File: src/rtl/uart_tx_arbiter.sv
// ---------------------------------------------------------------------------
// uart_tx_arbiter
//
// Shares one UART TX byte port between N byte-stream requesters. Arbitration
// is round-robin at frame granularity: once a requester is granted it owns
// the port until it hands over a byte flagged last, or until it stalls
// mid-frame for TIMEOUT counted cycles. A single-byte output register sits
// between the winning requester and the UART.
//
// Handshake semantics (both sides): a byte moves on a rising clock edge
// exactly when valid and ready are both high in the cycle before it. A source
// holding valid with ready low keeps its byte and last flag stable. On the
// UART side o_wvalid/o_wdata stay stable until i_wready.
//
// Ports
//   i_clk        clock
//   i_rst        synchronous reset, active low
//   i_req_valid  [N]   requester k offers i_req_data[8k+7:8k]
//   i_req_data   [8N]  packed requester bytes
//   i_req_last   [N]   offered byte ends the requester's frame
//   o_req_ready  [N]   byte of requester k accepted when valid & ready
//   o_wdata      [8]   byte towards the UART
//   o_wvalid           o_wdata holds a byte
//   i_wready           UART takes the byte (transfer = o_wvalid & i_wready)
//   o_grant      [N]   one-hot current owner, zero when idle
//   o_busy             a frame is in progress; this is the FSM state bit
//   o_timeout          one-cycle pulse when a stalled owner loses its grant
//
// Parameters
//   N        number of requesters, 2..8
//   TIMEOUT  stalled cycles tolerated mid-frame; 0 disables revocation
// ---------------------------------------------------------------------------
module uart_tx_arbiter #(
    parameter int N       = 2,
    parameter int TIMEOUT = 1024
) (
    input  logic           i_clk,
    input  logic           i_rst,
    input  logic [N-1:0]   i_req_valid,
    input  logic [8*N-1:0] i_req_data,
    input  logic [N-1:0]   i_req_last,
    output logic [N-1:0]   o_req_ready,
    output logic [7:0]     o_wdata,
    output logic           o_wvalid,
    input  logic           i_wready,
    output logic [N-1:0]   o_grant,
    output logic           o_busy,
    output logic           o_timeout
);

    localparam int PW = $clog2(N);
    localparam int CW = (TIMEOUT > 0) ? $clog2(TIMEOUT + 1) : 1;
    localparam logic [CW-1:0] STALL_LIMIT = (TIMEOUT > 0) ? CW'(TIMEOUT - 1) : '0;

    typedef enum logic {
        IDLE = 1'b0,
        SEND = 1'b1
    } state_t;

    state_t        state_q, state_d;
    logic [PW-1:0] ptr_q, ptr_d;      // last owner; search starts one past it
    logic [PW-1:0] gidx_q, gidx_d;    // index of current owner
    logic [N-1:0]  grant_q, grant_d;
    logic [CW-1:0] stall_q, stall_d;
    logic [7:0]    wdata_q, wdata_d;
    logic          wvalid_q, wvalid_d;
    logic          timeout_q, timeout_d;

    logic          out_free;
    logic          g_valid;
    logic          g_last;
    logic [7:0]    g_data;
    logic          accept;

    logic          pick_found;
    logic [PW-1:0] pick_idx;
    logic [PW:0]   cand;

    // The output register can take a new byte when empty or when its
    // current byte leaves this very cycle.
    assign out_free = !wvalid_q || i_wready;

    assign g_valid  = i_req_valid[gidx_q];
    assign g_last   = i_req_last[gidx_q];
    assign g_data   = i_req_data[{gidx_q, 3'b000} +: 8];
    assign accept   = (state_q == SEND) && g_valid && out_free;

    // Round-robin search: first valid requester at ptr+1, ptr+2, ... mod N.
    // cand carries one spare bit so ptr+i never overflows before the wrap.
    always_comb begin
        pick_found = 1'b0;
        pick_idx   = '0;
        cand       = '0;
        for (int i = 1; i <= N; i++) begin
            cand = {1'b0, ptr_q} + (PW+1)'(i);
            if (cand >= (PW+1)'(N)) begin
                cand = cand - (PW+1)'(N);
            end
            if (!pick_found && i_req_valid[cand[PW-1:0]]) begin
                pick_found = 1'b1;
                pick_idx   = cand[PW-1:0];
            end
        end
    end

    always_comb begin
        state_d     = state_q;
        ptr_d       = ptr_q;
        gidx_d      = gidx_q;
        grant_d     = grant_q;
        stall_d     = stall_q;
        wdata_d     = wdata_q;
        wvalid_d    = wvalid_q;
        timeout_d   = 1'b0;
        o_req_ready = '0;

        // A byte leaving the register empties it unless refilled below.
        if (wvalid_q && i_wready) begin
            wvalid_d = 1'b0;
        end

        case (state_q)
            IDLE: begin
                if (pick_found) begin
                    state_d = SEND;
                    gidx_d  = pick_idx;
                    grant_d = N'(1) << pick_idx;
                    stall_d = '0;
                end
            end

            SEND: begin
                o_req_ready[gidx_q] = out_free;
                if (accept) begin
                    wdata_d  = g_data;
                    wvalid_d = 1'b1;
                    stall_d  = '0;
                    if (g_last) begin
                        // Frame ends; the byte still drains from the register.
                        state_d = IDLE;
                        grant_d = '0;
                        ptr_d   = gidx_q;
                    end
                end else if (out_free && !g_valid && (TIMEOUT != 0)) begin
                    // Only owner-side stalls count; UART backpressure does not.
                    if (stall_q == STALL_LIMIT) begin
                        state_d   = IDLE;
                        grant_d   = '0;
                        ptr_d     = gidx_q;
                        stall_d   = '0;
                        timeout_d = 1'b1;
                    end else begin
                        stall_d = stall_q + CW'(1);
                    end
                end
            end

            default: begin
                state_d = IDLE;
                grant_d = '0;
            end
        endcase
    end

    always_ff @(posedge i_clk) begin
        if (!i_rst) begin
            state_q   <= IDLE;
            ptr_q     <= PW'(N - 1);
            gidx_q    <= '0;
            grant_q   <= '0;
            stall_q   <= '0;
            wdata_q   <= '0;
            wvalid_q  <= 1'b0;
            timeout_q <= 1'b0;
        end else begin
            state_q   <= state_d;
            ptr_q     <= ptr_d;
            gidx_q    <= gidx_d;
            grant_q   <= grant_d;
            stall_q   <= stall_d;
            wdata_q   <= wdata_d;
            wvalid_q  <= wvalid_d;
            timeout_q <= timeout_d;
        end
    end

    assign o_wdata   = wdata_q;
    assign o_wvalid  = wvalid_q;
    assign o_grant   = grant_q;
    assign o_busy    = (state_q == SEND);
    assign o_timeout = timeout_q;

endmodule

File: config.mk
export PLATFORM = sky130hd
export DESIGN_NAME = uart_tx_arbiter
export DESIGN_NICKNAME = d
export VERILOG_FILES = /design/src/rtl/uart_tx_arbiter.sv
export SDC_FILE = /design/constraint.sdc
export NUM_CORES = 1
export LEC_CHECK = 0
export CORE_ASPECT_RATIO = 0.5
export CORE_MARGIN = 2
export CORE_UTILIZATION = 33
export CTS_CLUSTER_SIZE = 24
export DETAILED_ROUTE_END_ITERATION = 8
export PLACE_DENSITY = 0.68
export SLEW_MARGIN = 25
export SYNTH_ARGS = -nofsm -noshare
export SYNTH_HDL_FRONTEND = slang
export SYNTH_SLANG_ARGS = --single-unit
File: constraint.sdc
create_clock -name i_clk -period 3.6 [get_ports i_clk]
set_input_delay 0.54 -clock i_clk [delete_from_list [all_inputs] [get_ports i_clk]]
set_output_delay 0.54 -clock i_clk [all_outputs]
set_load 0.02 [all_outputs]
After elaboration in Yosys (flattened, before gate mapping)
Cells that the tools add are included.
{"block": "totals", "ramBits": 0, "out_inout_bits": 15, "rom_bits": 0, "latch_bits": 0, "wordCells": 91, "register_bits": 26, "memories": 0}
{"block": "op_classes", "n_bitwise": 4, "add_sub_neg": 5, "n_lt_le_gt_ge": 6, "eq_ne": 6, "shifts": 2, "n_reduce_logical": 18, "n_div": 0, "multipliers": 0, "mux": 42}
{"cell": "11-bit two-way mux", "count": 4}
{"cell": "1-bit two-way mux", "count": 28}
{"cell": "11-bit case mux with 2 select lines", "count": 1}
{"cell": "16-bit by 5-bit indexed part select with 8-bit output", "count": 1}
{"cell": "2-bit two-way mux", "count": 6}
{"cell": "11-bit by 1-bit adder with 11-bit output, second input constant", "count": 1}
{"cell": "11-bit by 10-bit == test with 1-bit output, second input constant", "count": 1}
{"cell": "4-bit AND reduction", "count": 2}
{"cell": "1-bit logical AND", "count": 6}
{"cell": "1-bit by 2-bit < comparator with 1-bit output, second input constant", "count": 3}
{"cell": "3-bit by 1-bit != test with 1-bit output, second input constant", "count": 2}
{"cell": "2-bit AND reduction", "count": 3}
{"cell": "2-bit >= comparator, second input constant", "count": 2}
{"cell": "2-bit != test, second input constant", "count": 2}
{"cell": "2-bit case mux with 2 select lines", "count": 1}
{"cell": "2-bit nonzero test", "count": 2}
{"cell": "4-bit OR reduction", "count": 1}
{"cell": "1-bit logical NOT", "count": 3}
{"cell": "3-bit != test, second input constant", "count": 1}
{"cell": "1-bit inverter", "count": 3}
{"cell": "1-bit by 1-bit adder with 2-bit output, second input constant", "count": 1}
{"cell": "1-bit by 2-bit adder with 2-bit output, second input constant", "count": 1}
{"cell": "2-bit bitwise AND", "count": 1}
{"cell": "1-bit case mux with 2 select lines", "count": 1}
{"cell": "5 further kinds", "count": 6}

Logic depth before layout (Yosys ltp)
{"block": "depth", "ltp_word": 12, "mapped_depth": 6, "ltp_nobuf": 5}

Worst setup path after synthesis
OpenSTA, ideal clock, no wires.
{"block": "synth_timing", "kind": "register to register", "from": "register stall_q[0]", "to": "register stall_q[0]", "stages_incl_launch_ff": 6, "synth_period_minus_slack_ns": 1.731, "arrival_ns": 1.600, "setup_slack_ns": 1.869, "cell_sequence": "dfxtp_1 -> ha_1 -> nand4_1 -> or4b_4 -> a21oi_2 -> nor3_1"}
{"block": "synth_via", "elab_chain_len": 5}
{"item": "from (decl)", "line_no": "64", "rtl": "logic [CW-1:0] stall_q, stall_d;"}
{"item": "from (signal assigned)", "line_no": "180", "rtl": "stall_q <= stall_d;"}
{"item": "11-bit by 1-bit adder with 11-bit output / 11-bit by 10-bit == test with 1-bit output (equally long branches)", "line_no": "153, 146"}
{"item": "11-bit two-way mux (*)", "line_no": "146", "rtl": "if (stall_q == STALL_LIMIT) begin"}
{"item": "11-bit two-way mux (*)", "line_no": "144", "rtl": "end else if (out_free && !g_valid && (TIMEOUT != 0)) begin"}
{"item": "11-bit two-way mux (*)", "line_no": "134", "rtl": "if (accept) begin"}
{"item": "11-bit case mux with 2 select lines (*)", "line_no": "122", "rtl": "case (state_q)"}
Mark *: on every way between the ends. The rest lies on a longest branch, timed or not. The select of a mux whose other input is x is not followed.
A chain may end at the register's enable or synchronous reset.

Final worst setup path
{"block": "layout_timing", "from": "input port i_wready", "to": "output port o_req_ready[0]"}
{"block": "layout_via", "elab_chain_len": 3}
{"item": "from (decl)", "line_no": "45", "rtl": "input logic i_wready,"}
{"item": "1-bit logical OR", "line_no": "81", "rtl": "assign out_free = !wvalid_q || i_wready;"}
{"item": "2-bit bitwise AND (no source line)"}
{"item": "2-bit two-way mux", "line_no": "122"}
{"item": "to (decl)", "line_no": "42", "rtl": "output logic [N-1:0] o_req_ready,"}
Every way passes these cells.

==> impl_metrics.ini <==
[outcome]
status = completed

[clocking]
clock_sinks = 26
post_cts_buffers = 0
root_buffer = clkbuf_8
insertion_delay_ps = 270
clk_path_buf_depth = 2
htreeDepth = 1
numCtsBuffers = 3
cts_tree = built
path_clk_slew_ps = 90
cts_hold_buffers = 0
cts_resized = 0

[setup_path]
rr_worst_depth = 4
crit_path_end_kind = primary output
crit_buf_inv = 2
crit_chain = clkdlybuf4s50_1, nand2b_1, nand2_1, nor2_1, clkdlybuf4s50_1
worstPathArrival_ps = 2070
crit_family = buffers and inverters
reg2reg_setup_slack_ps = 1530
critPathLaunchType = primary input
crit_top_cell = clkdlybuf4s50_1
path_max_fanout = 4
critical_path_class = primary input to primary output
slowest_stage = clkdlybuf4s50_1
r2r_start = gidx_q
r2r_end = ptr_q
crit_path_max_incr_delay_ps = 610
cp.required_ps = 3060

[min_path]
worstHoldPathCells = 2
hold_end = o_grant[0]
worstHoldStart = o_grant[0]
min_path_type = register to register

[timing]
relSlewSlack_pct = 52.09
finalMaxSlewViolations = 0
worst_slew_pin_slew_ps = 717.6
skew_ps = 4.248
fin_crit_sh_pct = 72.54
setup_tns_ps = 0
hold_viol_final = 0
fmax_mhz = 382.9
min_period_ps = 2612
rsz0062_at_grt = no
setup_violations = 0

[global_routing]
antenna_found_initial = 0
grt_pass1_wl_um = 5168
overflow = 0
grt_usage_pct = 14.09
grt_pass1_vias = 1128
grt_max_degree = 21

[placed_design]
gp_congestion = 0.7831
port_buffers = 37
hpwl_um = 2271

[power]
internal_power_uw = 469.0
power.net_switching_uw = 168.6
power.density_mw_per_mm2 = 354.9
p_leak_nw = 0.5991
ir_worst_vdd_uv = 131.3
seqPwrFrac_pct = 49.6
finalPower_uw = 637.6
netSwitchingFraction_pct = 26.44
combPwrFrac_pct = 21.0
clkPwrFrac_pct = 29.4

[detailed_routing]
top_layer = met4
drt-pass1-iter-count = 4
drc = 0
dr_wl_met2_um = 1487
drt_iter0_markers = 32
wl_per_cell_um = 12.85
met1_length_um = 1406
wirelength_um = 3032
vias_per_cell = 5.106
wl_met3_um = 108
antenna_left = 0
vias = 1205

[logic_synthesis]
yosys-top-cells-count = 26 x dfxtp_1, 14 x nor2_1, 12 x a211oi_1
syn_area_per_cell_um2 = 9.122
synth-edff-count = 0
async_flop_share_pct = 0
synth_seq_cells = 26
syn-cell-area_mm2 = 0.001350
yosysTopAreaCell = dfxtp_1
synth.distinct_cells = 42
synthCells = 148
synth_seq_area_share_pct = 38.55
ys_top_cells_by_area = dfxtp_1 39%, mux2i_1 8.2%, a211oi_1 6.7%
yosysMostFrequentCell = dfxtp_1
synth_top_area_share_pct = 38.55
synthFlopType = dfxtp_1
syn-num-nets = 172
yosysWarnings = 0

[floorplanning]
die_area_mm2 = 0.004650
ioPinCount = 38
fp.dieH_um = 49.23
core_region_area_mm2 = 0.003904
rows = 16
start_util_pct = 34.58
die_w_um = 94.46

[cells_and_area]
layout-drive-gt1-share_pct = 9.890
nNetsFinal = 207
n_antenna_cell = 0
num-fill-cells = 385
area.growth.synth_to_final_pct = 33.09

[job]
cap_violations = 0
[placed cells by master, fill, tap and decap left out, types with 2 or more instances in the layout]
cell / instances
a211oi_1: 12
a211oi_2: 2
a21oi_1: 5
clkbuf_8: 4
clkdlybuf4s50_1: 37
dfxtp_1: 26
inv_1: 3
mux2i_1: 11
nand2_1: 11
nand3_1: 6
nand3b_1: 2
nand4_1: 5
nor2_1: 14
nor3_1: 6
nor4_1: 2
o21ai_0: 4
o31ai_1: 3
or3_2: 2
or4_1: 3
xor2_1: 4
[how the worst max path moves through the flow]
| stage | from | slack (ps) | endpoint | cells after the start |
|---|---|---|---|---|
| CTS | i_wready | 980 | o_req_ready[0] | 5 |
| floorplan | stall_q[0] | 1870 | stall_q[0] | 5 |
| global placement | i_wready | 1020 | o_req_ready[0] | 5 |
| global route | i_wready | 900 | o_req_ready[0] | 5 |
| finish | i_wready | 990 | o_req_ready[0] | 5 |
| detailed placement | i_wready | 990 | o_req_ready[0] | 5 |
[worst register-to-register path: cells and delay by family, from the launching register on]
| family | cells | cell delay [ps] |
|---|---|---|
| simple gates | 2 | 620 |
| flops | 1 | 790 |
| mux | 1 | 390 |
| compound gates | 1 | 130 |
[per-layer routing]
layer	global-route usage [%]	vias up
li1	-	619
met1	17.35	564
met2	24.17	20
met3	3.709	2
met4	4.348	0
met5	0	-
[power groups by stage]
stage	clock network, mW	registers (mW)	logic, mW
after floorplan	0	0.330	0.0684
after detailed placement	0	0.323	0.134
after global placement	0	0.323	0.133
final	0.187	0.316	0.134
after CTS	0.195	0.317	0.135
after global routing	0.208	0.319	0.146
[final cells by class]
| class | count | area, um^2 | area share (%) |
|---|---|---|---|
| Multi-Input combinational cell | 111 | 764.5 | 42.55 |
| Clock buffer | 4 | 55.05 | 3.064 |
| Tap cell | 54 | 67.56 | 3.760 |
| Inverter | 3 | 11.26 | 0.6267 |
| Sequential cell | 26 | 520.5 | 28.97 |
| Timing Repair Buffer | 38 | 377.9 | 21.03 |
[through the flow]
stage	worst slack (ps)	std cells	area [um^2]	hold slack, ps	util, %
floorplan	1869	148	1350	471.9	-
global placement	1019	232	1742	453.5	44.62
detailed placement	992.3	232	1742	454.2	44.62
CTS	981.5	236	1797	467.3	46.03
global route	899.3	236	1797	491.0	46.03
finish	988.5	236	1797	463.9	46.03
[sequential cells by signal (all words and copies together), names as in the netlist]
name	cells
o_busy	1
ptr_q	1
o_wdata	8
o_wvalid	1
gidx_q	1
stall_q	11
o_grant	2
o_timeout	1
[kinds of logic (layout without fill, tap and decap cells)]
kind of cell,after synthesis,count (layout),synth area share [%]
DFF,26,26,38.55
adders and majority gates,1,1,0.9266
buffers and inverters,11,45,4.818
muxes,13,13,10.10
and+or+nand+nor,62,62,26.04
xor gates and xnor gates,4,4,2.595
AOI/OAI and AO/OA,31,31,16.96
(Power assumes the default switching activity.)
